`src/rtl/bounce_shift_counter.sv`:
```
// Shift-pattern generator: a WIDTH-bit register stepped in bounce, rotate-left,
// rotate-right or hold mode, paced by a prescaler, with load and step/wrap pulses.
module bounce_shift_counter #(
    parameter int unsigned WIDTH = 8,
    parameter int unsigned DIV_W = 16
) (
    input  logic             clk,
    input  logic             reset,
    input  logic             en,
    input  logic [1:0]       mode,
    input  logic [DIV_W-1:0] div,
    input  logic             load,
    input  logic [WIDTH-1:0] load_pattern,
    output logic [WIDTH-1:0] count,
    output logic             dir,
    output logic             step,
    output logic             wrap
);

    localparam logic [1:0] MODE_BOUNCE = 2'b00;
    localparam logic [1:0] MODE_ROL    = 2'b01;
    localparam logic [1:0] MODE_ROR    = 2'b10;
    localparam logic [1:0] MODE_HOLD   = 2'b11;

    logic [DIV_W-1:0] presc;
    logic [DIV_W-1:0] presc_nxt;
    logic [WIDTH-1:0] count_nxt;
    logic             dir_nxt;
    logic             step_nxt;
    logic             wrap_nxt;
    logic [WIDTH-1:0] rol_c;
    logic [WIDTH-1:0] ror_c;
    logic             tick_c;

    assign rol_c  = {count[WIDTH-2:0], count[WIDTH-1]};
    assign ror_c  = {count[0], count[WIDTH-1:1]};
    // >= rather than == so that lowering div mid-count ticks on the next cycle
    assign tick_c = en && (mode != MODE_HOLD) && (presc >= div);

    // Next-state: load beats tick; hold mode parks the prescaler at zero
    always_comb begin
        count_nxt = count;
        dir_nxt   = dir;
        presc_nxt = presc;
        step_nxt  = 1'b0;
        wrap_nxt  = 1'b0;
        if (load) begin
            count_nxt = (load_pattern == '0) ? WIDTH'(1) : load_pattern;
            presc_nxt = '0;
        end else if (tick_c) begin
            presc_nxt = '0;
            step_nxt  = 1'b1;
            case (mode)
                MODE_BOUNCE: begin
                    if (!dir) begin
                        if (count[WIDTH-1]) begin
                            dir_nxt   = 1'b1;
                            count_nxt = ror_c;
                            wrap_nxt  = 1'b1;
                        end else begin
                            count_nxt = rol_c;
                        end
                    end else begin
                        if (count[0]) begin
                            dir_nxt   = 1'b0;
                            count_nxt = rol_c;
                            wrap_nxt  = 1'b1;
                        end else begin
                            count_nxt = ror_c;
                        end
                    end
                end
                MODE_ROL: begin
                    count_nxt = rol_c;
                    dir_nxt   = 1'b0;
                    wrap_nxt  = count[WIDTH-1];
                end
                MODE_ROR: begin
                    count_nxt = ror_c;
                    dir_nxt   = 1'b1;
                    wrap_nxt  = count[0];
                end
                default: begin
                    count_nxt = count;
                end
            endcase
        end else if (en) begin
            presc_nxt = (mode == MODE_HOLD) ? '0 : presc + DIV_W'(1);
        end
    end

    always_ff @(posedge clk) begin
        if (reset) begin
            count <= WIDTH'(1);
            dir   <= 1'b0;
            presc <= '0;
            step  <= 1'b0;
            wrap  <= 1'b0;
        end else begin
            count <= count_nxt;
            dir   <= dir_nxt;
            presc <= presc_nxt;
            step  <= step_nxt;
            wrap  <= wrap_nxt;
        end
    end

endmodule

```
`config.mk`:
```
export PLATFORM = sky130hd
export DESIGN_NAME = bounce_shift_counter
export DESIGN_NICKNAME = d
export VERILOG_FILES = /design/src/rtl/bounce_shift_counter.sv
export SDC_FILE = /design/constraint.sdc
export NUM_CORES = 1
export LEC_CHECK = 0
export CAP_MARGIN = 0
export CORE_MARGIN = 1.5
export CORE_UTILIZATION = 57
export DETAILED_ROUTE_END_ITERATION = 10
export PLACE_DENSITY = 0.86
export SETUP_SLACK_MARGIN = 0.5
export SYNTH_ARGS = -nofsm -noshare
export SYNTH_HDL_FRONTEND = slang
export SYNTH_SLANG_ARGS = --single-unit
```
`constraint.sdc`:
```
create_clock -name clk -period 4.96 [get_ports clk]
set_clock_uncertainty 0.15 [all_clocks]
set_input_delay 0.496 -clock clk [delete_from_list [all_inputs] [get_ports clk]]
set_output_delay 0.496 -clock clk [all_outputs]
set_load 0.01 [all_outputs]
```
# == Yosys cells after proc, flatten, opt, wreduce, memory -nomap -nowiden ==
# Cells that the tools add are included.
# totals
wordCells,41
ff_bits,27
input_bits,30
out_inout_bits,11
# op_classes
bitwise_logic,2
mux,16
n_eq_ne,4
n_addsub,1
order_cmp,1
reduce_logical,12
# ops
cell,count
$mux W8,6
$pmux W8 S3,1
$add A16 B1 Y16 const B,1
$ge A16 B16 Y1,1
$mux W16,1
$logic_not A8 Y1,1
$mux W1,6
$pmux W1 S3,2
$reduce_or A3 Y1,2
$eq A2 B2 Y1 const B,2
$reduce_bool A4 Y1,1
$reduce_and A3 Y1,1
$reduce_bool A3 Y1,1
$eq A2 B1 Y1 const B,1
$logic_and A1 B1 Y1,2
$logic_not A2 Y1,1
$ne A2 B2 Y1 const B,1
$not A1 Y1,2
$reduce_and A2 Y1,1
$reduce_bool A2 Y1,1
$reduce_or A2 Y1,1

# == Depth between registers and ports, before layout ==
# depth
ltp_word,5
depth_mapped,10

# == Worst setup path after synthesis ==
# No wires, ideal clock.
# synth_timing
path_type,input port to flip-flop
from,in div[13]
to,reg count[1]
required_ps,4688
setup_time_ps,122
t_arrival_ps,2119
stages,9
slack_ps,2569
n_path_buf,1
cell_sequence,inv_1 > ha_1 > a21oi_2 > o21ai_2 > nor4_4 > and3_1 > buf_6 > nor3_2 > a311o_1
# synth_via
elab_chain_len,4
# synth_lines
element,line,text
from (decl),11,"input logic [DIV_W-1:0] div,"
$ge A16 B16 Y1,38,assign tick_c = en && (mode != MODE_HOLD) && (presc >= div);
$logic_and A1 B1 Y1,38,
$reduce_bool A2 Y1 (no source line),-,
$reduce_and A2 Y1 (no source line),-,
to (signal assigned),100,count <= count_nxt;
to (decl),14,"output logic [WIDTH-1:0] count,"
# Every way passes these cells.
# A chain may end at the register's enable or synchronous reset.

# == Worst setup path in the final report ==
# layout_timing
from,in mode[0]
to,reg count[5]
# layout_via
elab_chain_len,5
# layout_lines
element,line,text
from (decl),10,"input logic [1:0] mode,"
branches (longest 5 deep; another with $pmux W8 S3),-,
# Several ways; the timed one is not identified. The select of a mux whose other input is x is not followed.

==> PnR_summary.wiki <==
{| class="wikitable"
! Metric !! Value
|-
| Wire length of the first global-routing pass || 8.73 mm
|-
| Number of search-and-repair iterations in the first detailed-routing pass || 6
|-
| Post-Synthesis Mean Instance Area || 7.98 um^2
|-
| HP Class || flop to flop
|-
| Hold-fix buffers, CTS || 0
|-
| Post CTS Setup Buffer Count || 0
|-
| Status || completed
|-
| Sinks on the clock net || 27
|-
| Diodes inserted || 0
|-
| # resized after CTS || 0
|-
| Share of the clock period used by the worst path || 0.590
|-
| Slew Viols, Final || 0
|-
| Total of warnings raised by yosys || 0
|-
| Actual slew at the worst max-slew pin || 1.18 ns
|-
| Final routed wire length divided by cell count || 15.0 um
|-
| Deepest clock path buffer count || 2
|-
| CTS clock-pin slew for the worst setup and hold paths || 0.10 ns
|-
| Slowest cell on crit path || sky130_fd_sc_hd__o31ai_2
|-
| Synth cell types || 60
|-
| Post-detailed-route count of antenna-violating nets || 0
|-
| Highest achievable clock rate || 0.342 GHz
|-
| Critical Path RT || 5.00 ns
|-
| Number of nets produced by synthesis || 328
|-
| Number of H-tree branching levels || 1
|-
| Height of the die || 65.3 um
|-
| Final-layout fill cell count || 322
|-
| Number of port buffers || 40
|-
| Sort of element at the end of the critical path || flop
|-
| Maximum number of pins on one net before global-route repair || 20
|-
| Final count of hold timing violations || 0
|-
| DR iter-0 viols || 170
|-
| Fin nets || 362
|-
| Critical path class || input pin to flop
|-
| Post-synth EDFFs || 0
|-
| Critical Path Max Stage Delay || 1.01 ns
|-
| Synthesized instance count || 277
|-
| Share of cells above drive strength 1 || 0.0742
|-
| Slew Limit Headroom || 0.209
|-
| Number of antenna violations at the first check in global routing || 0
|-
| CTS tree || done
|-
| Total half-perimeter wirelength after legalization and detailed placement || 4.02 mm
|-
| Layout overhead on the synthesized area || 19.3%
|-
| Count of pins on the block boundary || 41
|-
| Total detailed-routing wirelength || 5.36 mm
|-
| Minimum clock period after layout || 2.93 ns
|-
| Total CTS buffers || 3
|-
| Worst supply voltage drop on vdd || 0.120 mV
|-
| Vias post-DR || 2241
|-
| Number of global-route vias before repair || 1977
|-
| Cell at the root of the clock tree || sky130_fd_sc_hd__clkbuf_8
|-
| Core outline area || 0.00369 mm^2
|-
| Synthesized area || 0.00221 mm^2
|-
| Overall routing resource usage || 0.259
|-
| Dominant register cell in the synthesized netlist || sky130_fd_sc_hd__dfxtp_1
|-
| Area enclosed by the die boundary || 0.00426 mm^2
|-
| Kind of start point of the critical path || input pin
|-
| Flops & latches, synth || 27
|-
| Data arrival time of the worst path || 2.97 ns
|-
| Weighted congestion reported at the end of routability-driven placement || 0.870
|-
| Largest fanout on the critical path || 19
|-
| Max Cap Viol || 0
|-
| Grt total ovfl || 0
|-
| FP Rows || 22
|-
| Cells along the critical path || clkdlybuf4s50_1 -> inv_1 -> ha_1 -> o31ai_2 -> o31ai_1 -> a211o_1 -> a22o_1
|-
| Final design instance area without fill || 0.00264 mm^2
|-
| Via density per instance || 6.26
|-
| Proportion of register bits with asynchronous set or reset after synthesis || 0
|-
| Share of the yosys chip area belonging to registers || 0.245
|-
| Area of placed instances || 0.00259 mm^2
|-
| Remaining design rule violation count || 0
|-
| Setup repair after global routing missed its margin || false
|-
| Reported leakage power || 1.07 nW
|-
| Total negative slack for setup checks || 0 ns
|-
| Areal power density over the cells || 181 mW/mm^2
|-
| Clock latency at the later pin of the worst-skew pair || 0.29 ns
|-
| Effective utilization at floorplan || 0.599
|-
| Die span in x || 65.3 um
|-
| Final setup viols || 0
|}
[report_power, final]
part           internal, W  total [W]  switching, W  leakage (nW)
clock network    0.0000579   0.000133     0.0000748        0.0228
registers         0.000222   0.000232    0.00000999         0.219
logic            0.0000578   0.000113     0.0000555         0.824
[layout by cell type, fill, tap and decap left out, drive strengths merged, types with 3 or more instances in the layout]
cell type	count
clkdlybuf4s50	40
a22o	4
clkbuf	4
mux2i	4
a211oi	5
a21oi	23
nor4	4
a22oi	10
nor2b	4
nand4	8
o31ai	5
nor3	8
inv	22
and3	6
dfxtp	27
mux2	3
nand3	11
a211o	4
nor2	30
nand2b	4
o21ai	17
ha	21
nand2	18
[worst max-delay path: cells and delay by family]
family	cells	cell delay, ns
adders and majority gates	1	0.27
buffers and inverters	2	0.57
AOI/OAI and AO/OA	4	1.61
[routing by layer]
layer	vias up	global-route usage	routed length [um]
li1	1084	-	-
met1	1064	0.354	2470
met2	88	0.425	2440
met3	5	0.0308	378
met4	0	0.0885	64
met5	-	0	0
[sequential cells by signal, indices dropped and copies added (netlist names)]
signal and cells:
presc 16, step 1, count 8, dir 1, wrap 1
[synthesized netlist by cell type (all sizes together) (5+ instances only)]
master / number / area, um^2
nor3: 8 / 50.1
a211oi: 5 / 37.5
o31ai: 5 / 56.3
a22oi: 10 / 75.1
buf: 7 / 65.1
nor2: 30 / 113
inv: 22 / 82.6
and3: 6 / 37.5
nand3: 11 / 55.1
dfxtp: 27 / 541
nand2: 18 / 67.6
o21ai: 17 / 100
ha: 21 / 263
a21oi: 23 / 126
nand4: 8 / 56.3
[worst paths after layout]
check	slack [ns]	start	end	cells after the start
worst min-delay path	0.40	presc[2]	presc[2]	2
worst max-delay path	2.03	mode[0]	count[5]	7
worst min register to register	0.40	presc[2]	presc[2]	2
worst max register to register	2.34	presc[0]	count[1]	8
[cell type report]
class | instances | area [um^2] | share of cell area
clock buffers | 4 | 45.0 | 0.0171
inverters | 23 | 86.3 | 0.0328
multi-input cells | 216 | 1500 | 0.570
flip-flops and latches | 27 | 541 | 0.205
well taps | 48 | 60.1 | 0.0228
repair buffers | 40 | 400 | 0.152
[cell families (layout without fill, tap and decap cells)]
kind of cell               Yosys count  count (layout)  share of synthesized area
and+or+nand+nor                    104             104                      0.251
AOI/OAI and AO/OA                   84              84                      0.276
buffers and inverters               34              67                     0.0753
DFF                                 27              27                      0.245
adders and majority gates           21              21                      0.119
muxes                                7               7                     0.0334
[through the flow]
step	total power, W	instances	hold WS (ns)	worst slack, ns	utilization
floorplan	0.000304	277	0.317	2.57	-
global placement	0.000346	354	0.331	1.83	0.702
detailed placement	0.000349	354	0.361	1.76	0.702
CTS	0.000479	358	0.377	2.08	0.714
global route	0.000498	358	0.409	1.85	0.714
finish	0.000478	358	0.398	2.03	0.714
No activity file was read; power rests on OpenSTA's default activity.
==> variant 1, RTL diff (same settings) <==
Change the parameter `WIDTH` from 8 to 6.
--- a/src/rtl/bounce_shift_counter.sv
+++ b/src/rtl/bounce_shift_counter.sv
@@ -1,7 +1,7 @@
 // Shift-pattern generator: a WIDTH-bit register stepped in bounce, rotate-left,
 // rotate-right or hold mode, paced by a prescaler, with load and step/wrap pulses.
 module bounce_shift_counter #(
-    parameter int unsigned WIDTH = 8,
+    parameter int unsigned WIDTH = 6,
     parameter int unsigned DIV_W = 16
 ) (
     input  logic             clk,
Interface: changed (resized count and load_pattern); port bits go from 41 to 37. The function was not compared with the original's and may differ.
==> variant 1 against the unedited design <==
  * Non-clock buffer count fell by 4
  * Worst setup slack got worse by 0.16 ns
  * Design area shrank 11%
  * Hold slack got worse by 0.014 ns
  * Sequential cell count shrank 2
  * Wire length is 13% lower
  * Sequential share of layout area rose by 0.87 points
  * Total power shrank 18%
  * Synthesized area down 12%
  * Largest cell class unchanged
==> variant 1: results (changes against the unedited design) <==
Die
  – Core area: 3310 um2 (-10%)

Logic synthesis
  – Seq/Total Area, Yosys: 0.257 (+0.0123)
  – Post-synth top cells: nor2_1 (29), dfxtp_1 (25), o21ai_0 (23)
  – Yosys reg bits: 25 (-7.4%)

Layout
  – Non-CTS buffers: 36 (-10%)
  – # fillers: 297 (-7.8%)
  – Multi-In Gates: 197 (-8.8%)
  – Biggest regs: presc (16), count (6)
  – Buffering overhead: 0.154 (+0.00198)
  – Sequential cell area: 500 um2 (-7.4%)

GRT
  – GRT Total Usage: 0.254 (-0.00575)
  – Number of global-route vias before repair: 1,616 (-18%)
  – Pin count of the biggest net entering global routing: 18 (-10%)

Detailed routing
  – DRT Wirelength: 4650 um (-13%)
  – DR pass1 iterations: 4 (-2)

Clock network
  – Clock transition at the registers of the reported paths: 0.14 ns (+0.04 ns)
  – Clk Latency, worst-skew pair: 0.33 ns (+0.04 ns)

Pwr
  – LEAKAGE: 0.950 nW (-11%)
  – Worst vdd ir: 0.162 mV (+34%)

Timing
  – Rel. slew slack: 0.263 (+0.0540)

Place
  – I/O Buffers: 36 (-10%)
  – Post-DP HPWL: 3450 um (-14%)

Setup path
  – Crit-path max FO: 16 (-3)
  – CP max stage delay: 0.84 ns (-0.17 ns)

Status
  – Status: finished, final reports clean
==> variant 1: cell types whose count changed after synthesis, sizes merged, moves of 4 or more <==
cell    unedited run  this run
a211o              4         0
a22oi             10         5
buf                7         3
clkbuf             4         8
nand3             11         6
o211ai             0         4
o21ai             17        24
==> variant 1: kinds of logic (layout without fill, tap and decap cells) <==
| logic type | count (synthesis) | in the layout | share of synthesized area |
|---|---|---|---|
| flip-flops | 25 | 25 | 0.257 |
| adder cells (fa/ha/maj) | 21 | 21 | 0.135 |
| multiplexers | 7 | 7 | 0.0373 |
| AND/OR/NAND/NOR | 90 | 90 | 0.240 |
| buffers and inverters | 33 | 62 | 0.0687 |
| AO/OA/AOI/OAI | 79 | 79 | 0.263 |
==> variant 1: layer usage <==
layer / track usage / share of wire
met1: 0.364 / 0.49
met2: 0.398 / 0.44
met3: 0.0504 / 0.062
met4: 0.0486 / 0.0092
met5: 0 / 0
==> variant 1: stage by stage <==
stage          worst slack, ns  cells
6_report                  1.87    330
5_1_grt                   1.59    330
4_1_cts                   1.89    330
3_5_place_dp              1.56    326
3_3_place_gp              1.55    326
2_1_floorplan             2.45    255
==> variant 1: final timing paths <==
path	endpoint	slack [ns]	cells past startpoint	from
setup / recovery	presc[8]$_SDFFE_PP0P_	1.87	9	div[15]
hold / removal	presc[15]$_SDFFE_PP0P_	0.38	2	presc[15]$_SDFFE_PP0P_
setup reg to reg	presc[8]$_SDFFE_PP0P_	2.12	7	presc[13]$_SDFFE_PP0P_
hold reg to reg	presc[15]$_SDFFE_PP0P_	0.38	2	presc[15]$_SDFFE_PP0P_
==> variant 1: where the power goes <==
part	internal [mW]	leakage, nW	total, mW	switching (mW)
logic	0.0463	0.733	0.0888	0.0425
clock network	0.0315	0.0150	0.0936	0.0620
registers	0.204	0.203	0.211	0.00710
==> variant 2, RTL diff (same settings) <==
Made on the original files. Add an input register stage for `en`, `mode`, `div`, `load` and `load_pattern`, cleared by the reset; this delays them by one clock. Comments in the files are not updated.
--- a/src/rtl/bounce_shift_counter.sv
+++ b/src/rtl/bounce_shift_counter.sv
@@ -22,6 +22,28 @@
     localparam logic [1:0] MODE_ROR    = 2'b10;
     localparam logic [1:0] MODE_HOLD   = 2'b11;
 
+    logic en_q;
+    logic [1:0] mode_q;
+    logic [DIV_W-1:0] div_q;
+    logic load_q;
+    logic [WIDTH-1:0] load_pattern_q;
+
+    always_ff @(posedge clk) begin
+        if (reset) begin
+            en_q           <= '0;
+            mode_q         <= '0;
+            div_q          <= '0;
+            load_q         <= '0;
+            load_pattern_q <= '0;
+        end else begin
+            en_q           <= en;
+            mode_q         <= mode;
+            div_q          <= div;
+            load_q         <= load;
+            load_pattern_q <= load_pattern;
+        end
+    end
+
     logic [DIV_W-1:0] presc;
     logic [DIV_W-1:0] presc_nxt;
     logic [WIDTH-1:0] count_nxt;
@@ -35,7 +57,7 @@
     assign rol_c  = {count[WIDTH-2:0], count[WIDTH-1]};
     assign ror_c  = {count[0], count[WIDTH-1:1]};
     // >= rather than == so that lowering div mid-count ticks on the next cycle
-    assign tick_c = en && (mode != MODE_HOLD) && (presc >= div);
+    assign tick_c = en_q && (mode_q != MODE_HOLD) && (presc >= div_q);
 
     // Next-state: load beats tick; hold mode parks the prescaler at zero
     always_comb begin
@@ -44,13 +66,13 @@
         presc_nxt = presc;
         step_nxt  = 1'b0;
         wrap_nxt  = 1'b0;
-        if (load) begin
-            count_nxt = (load_pattern == '0) ? WIDTH'(1) : load_pattern;
+        if (load_q) begin
+            count_nxt = (load_pattern_q == '0) ? WIDTH'(1) : load_pattern_q;
             presc_nxt = '0;
         end else if (tick_c) begin
             presc_nxt = '0;
             step_nxt  = 1'b1;
-            case (mode)
+            case (mode_q)
                 MODE_BOUNCE: begin
                     if (!dir) begin
                         if (count[WIDTH-1]) begin
@@ -84,8 +106,8 @@
                     count_nxt = count;
                 end
             endcase
-        end else if (en) begin
-            presc_nxt = (mode == MODE_HOLD) ? '0 : presc + DIV_W'(1);
+        end else if (en_q) begin
+            presc_nxt = (mode_q == MODE_HOLD) ? '0 : presc + DIV_W'(1);
         end
     end
 
Check against the original RTL: not equivalent (a bounded check fails within 4 cycles, from zero or initial values and one cycle with reset high).
==> variant 2 against the unedited design <==
  * Wire length rose by 8.6%
  * Worst setup slack gained 0.38 ns
  * Critical path depth increased by 1
  * Register-to-register slack better by 0.07 ns
  * First-iteration DRC count up 46%
  * Sequential cell count is 28 higher
  * Design area up 25%
  * Synthesized area is 24% higher
  * Cell count increased by 15%
  * Core utilization decreased by 1.4 points
  * Global-route usage down 3.2 points
  * Maximum frequency increased by 15%
  * Total power rose by 83%
  * Critical path type is now reg2reg
==> variant 2: results (changes against the unedited design) <==
Timing
  – Hold_ws: 0.320 ns (-0.0781 ns)
  – Rel. slew slack: 0.605 (+0.396)
  – Top achievable clock speed: 0.392 GHz (+15%)

GRT
  – Number of global-route vias before repair: 2,157 (+9.1%)
  – GRT Total Usage: 0.227 (-0.0323)
  – Pin count of the biggest net entering global routing: 36 (+80%)
  – First-pass GRT wire length: 9340 um (+7.0%)

Detailed routing
  – Vias: 2,344 (+4.6%)
  – DRT Wirelength: 5820 um (+8.6%)
  – DR iter-0 viols: 248 (+46%)
  – DR pass1 iterations: 4 (-2)

Logic synthesis
  – Dominant cell by count in the synthesized netlist: dfxtp_1
  – Seq/Total Area, Yosys: 0.400 (+0.156)
  – Post-synthesis mux area share: 0.0223 (-0.0111)
  – Average cell area after synthesis: 8.57 um2 (+7.4%)
  – Post-synthesis adder-cell area fraction: 0.0955 (-0.0234)
  – Post-synth top cells: dfxtp_1 (55), nor2_1 (36), nor2b_1 (32)
  – Synth top area cells: dfxtp_1 (40%), ha_1 (9.6%), nor2b_1 (7.3%), nor2_1 (4.9%), o21ai_0 (4.4%)
  – Post-Syn Nets: 372 (+13%)
  – Compound-Gate Fraction of Synth Area: 0.192 (-0.0839)

Clock network
  – Total CTS buffers: 5 (+2)
  – Clk Latency, worst-skew pair: 0.31 ns (+0.02 ns)

Status
  – Status: finished, final reports clean

Place
  – Post-DP HPWL: 4190 um (+4.0%)
  – Gpl congestion: 0.923 (+6.0%)
  – Inst Count DP: 403 (+14%)

Pwr
  – Worst vdd ir: 0.140 mV (+17%)
  – LEAKAGE: 1.35 nW (+27%)

Setup path
  – R2R setup slack: 2.41 ns (+0.07 ns)
  – CP max-delay cell: dfxtp_1
  – CP arrival: 2.64 ns (-0.33 ns)
  – CP max stage delay: 0.44 ns (-0.57 ns)
  – Crit-path max FO: 16 (-3)

Layout
  – Final Non-Filler Cells: 411 (+15%)
  – Biggest regs: div_q (16), presc (16)
  – Layout cells sized above 1: 0.0588 (-0.0154)
[variant 2: cell count changes in the layout (fill, tap and decap cells not counted), sizes merged, moves of 4 or more]
cell,unedited run,this run
nand4,8,4
dfxtp,27,55
a21oi,23,13
o21ai,17,27
nor2,30,36
nor2b,4,32
nand3,11,3
a221oi,2,6
inv,22,28
[variant 2: layer usage]
layer	share of wire	global-route usage
met2	0.46	0.369
met4	0.023	0.103
met1	0.47	0.294
met5	0	0
met3	0.046	0.0417
[variant 2: cell type report]
type / instances / area, um2
Multi-Input combinational cell: 226 / 1490
Fill cell: 353 / 1410
Tap cell: 54 / 67.6
Clock buffer: 5 / 68.8
Timing Repair Buffer: 41 / 408
Inverter: 27 / 101
Clock inverter: 3 / 47.5
Sequential cell: 55 / 1100
[variant 2: worst max-delay path, delay by kind of cell (launching register included)]
| kind | cells | cell delay [ns] |
|---|---|---|
| AO/OA/AOI/OAI | 4 | 1.11 |
| adder cells (fa/ha/maj) | 1 | 0.27 |
| buffers and inverters | 1 | 0.07 |
| flip-flops | 1 | 0.44 |
| AND/OR/NAND/NOR | 2 | 0.44 |
[variant 2: final timing paths]
path / to / cells past startpoint / from
worst min-delay path: count[1]$_SDFFE_PP0P_ / 2 / load_pattern_q[1]$_SDFF_PP0_
worst max-delay path: presc[3]$_SDFFE_PP0P_ / 8 / presc[0]$_SDFFE_PP0P_
worst min register to register: count[1]$_SDFFE_PP0P_ / 2 / load_pattern_q[1]$_SDFF_PP0_
worst max register to register: presc[3]$_SDFFE_PP0P_ / 8 / presc[0]$_SDFFE_PP0P_
[variant 2: power groups by stage]
stage	sequential (mW)	clock, mW	combinational (mW)
final	0.469	0.302	0.102
after global routing	0.471	0.321	0.113
after CTS	0.469	0.310	0.101
after detailed placement	0.479	0	0.100
after global placement	0.479	0	0.0977
after floorplan	0.475	0	0.0594
[variant 2: kinds of logic after synthesis]
| family | Yosys count |
|---|---|
| AND/OR/NAND/NOR | 120 |
| buffers and inverters | 40 |
| flip-flops | 55 |
| multiplexers | 6 |
| AO/OA/AOI/OAI | 79 |
| adder cells (fa/ha/maj) | 21 |
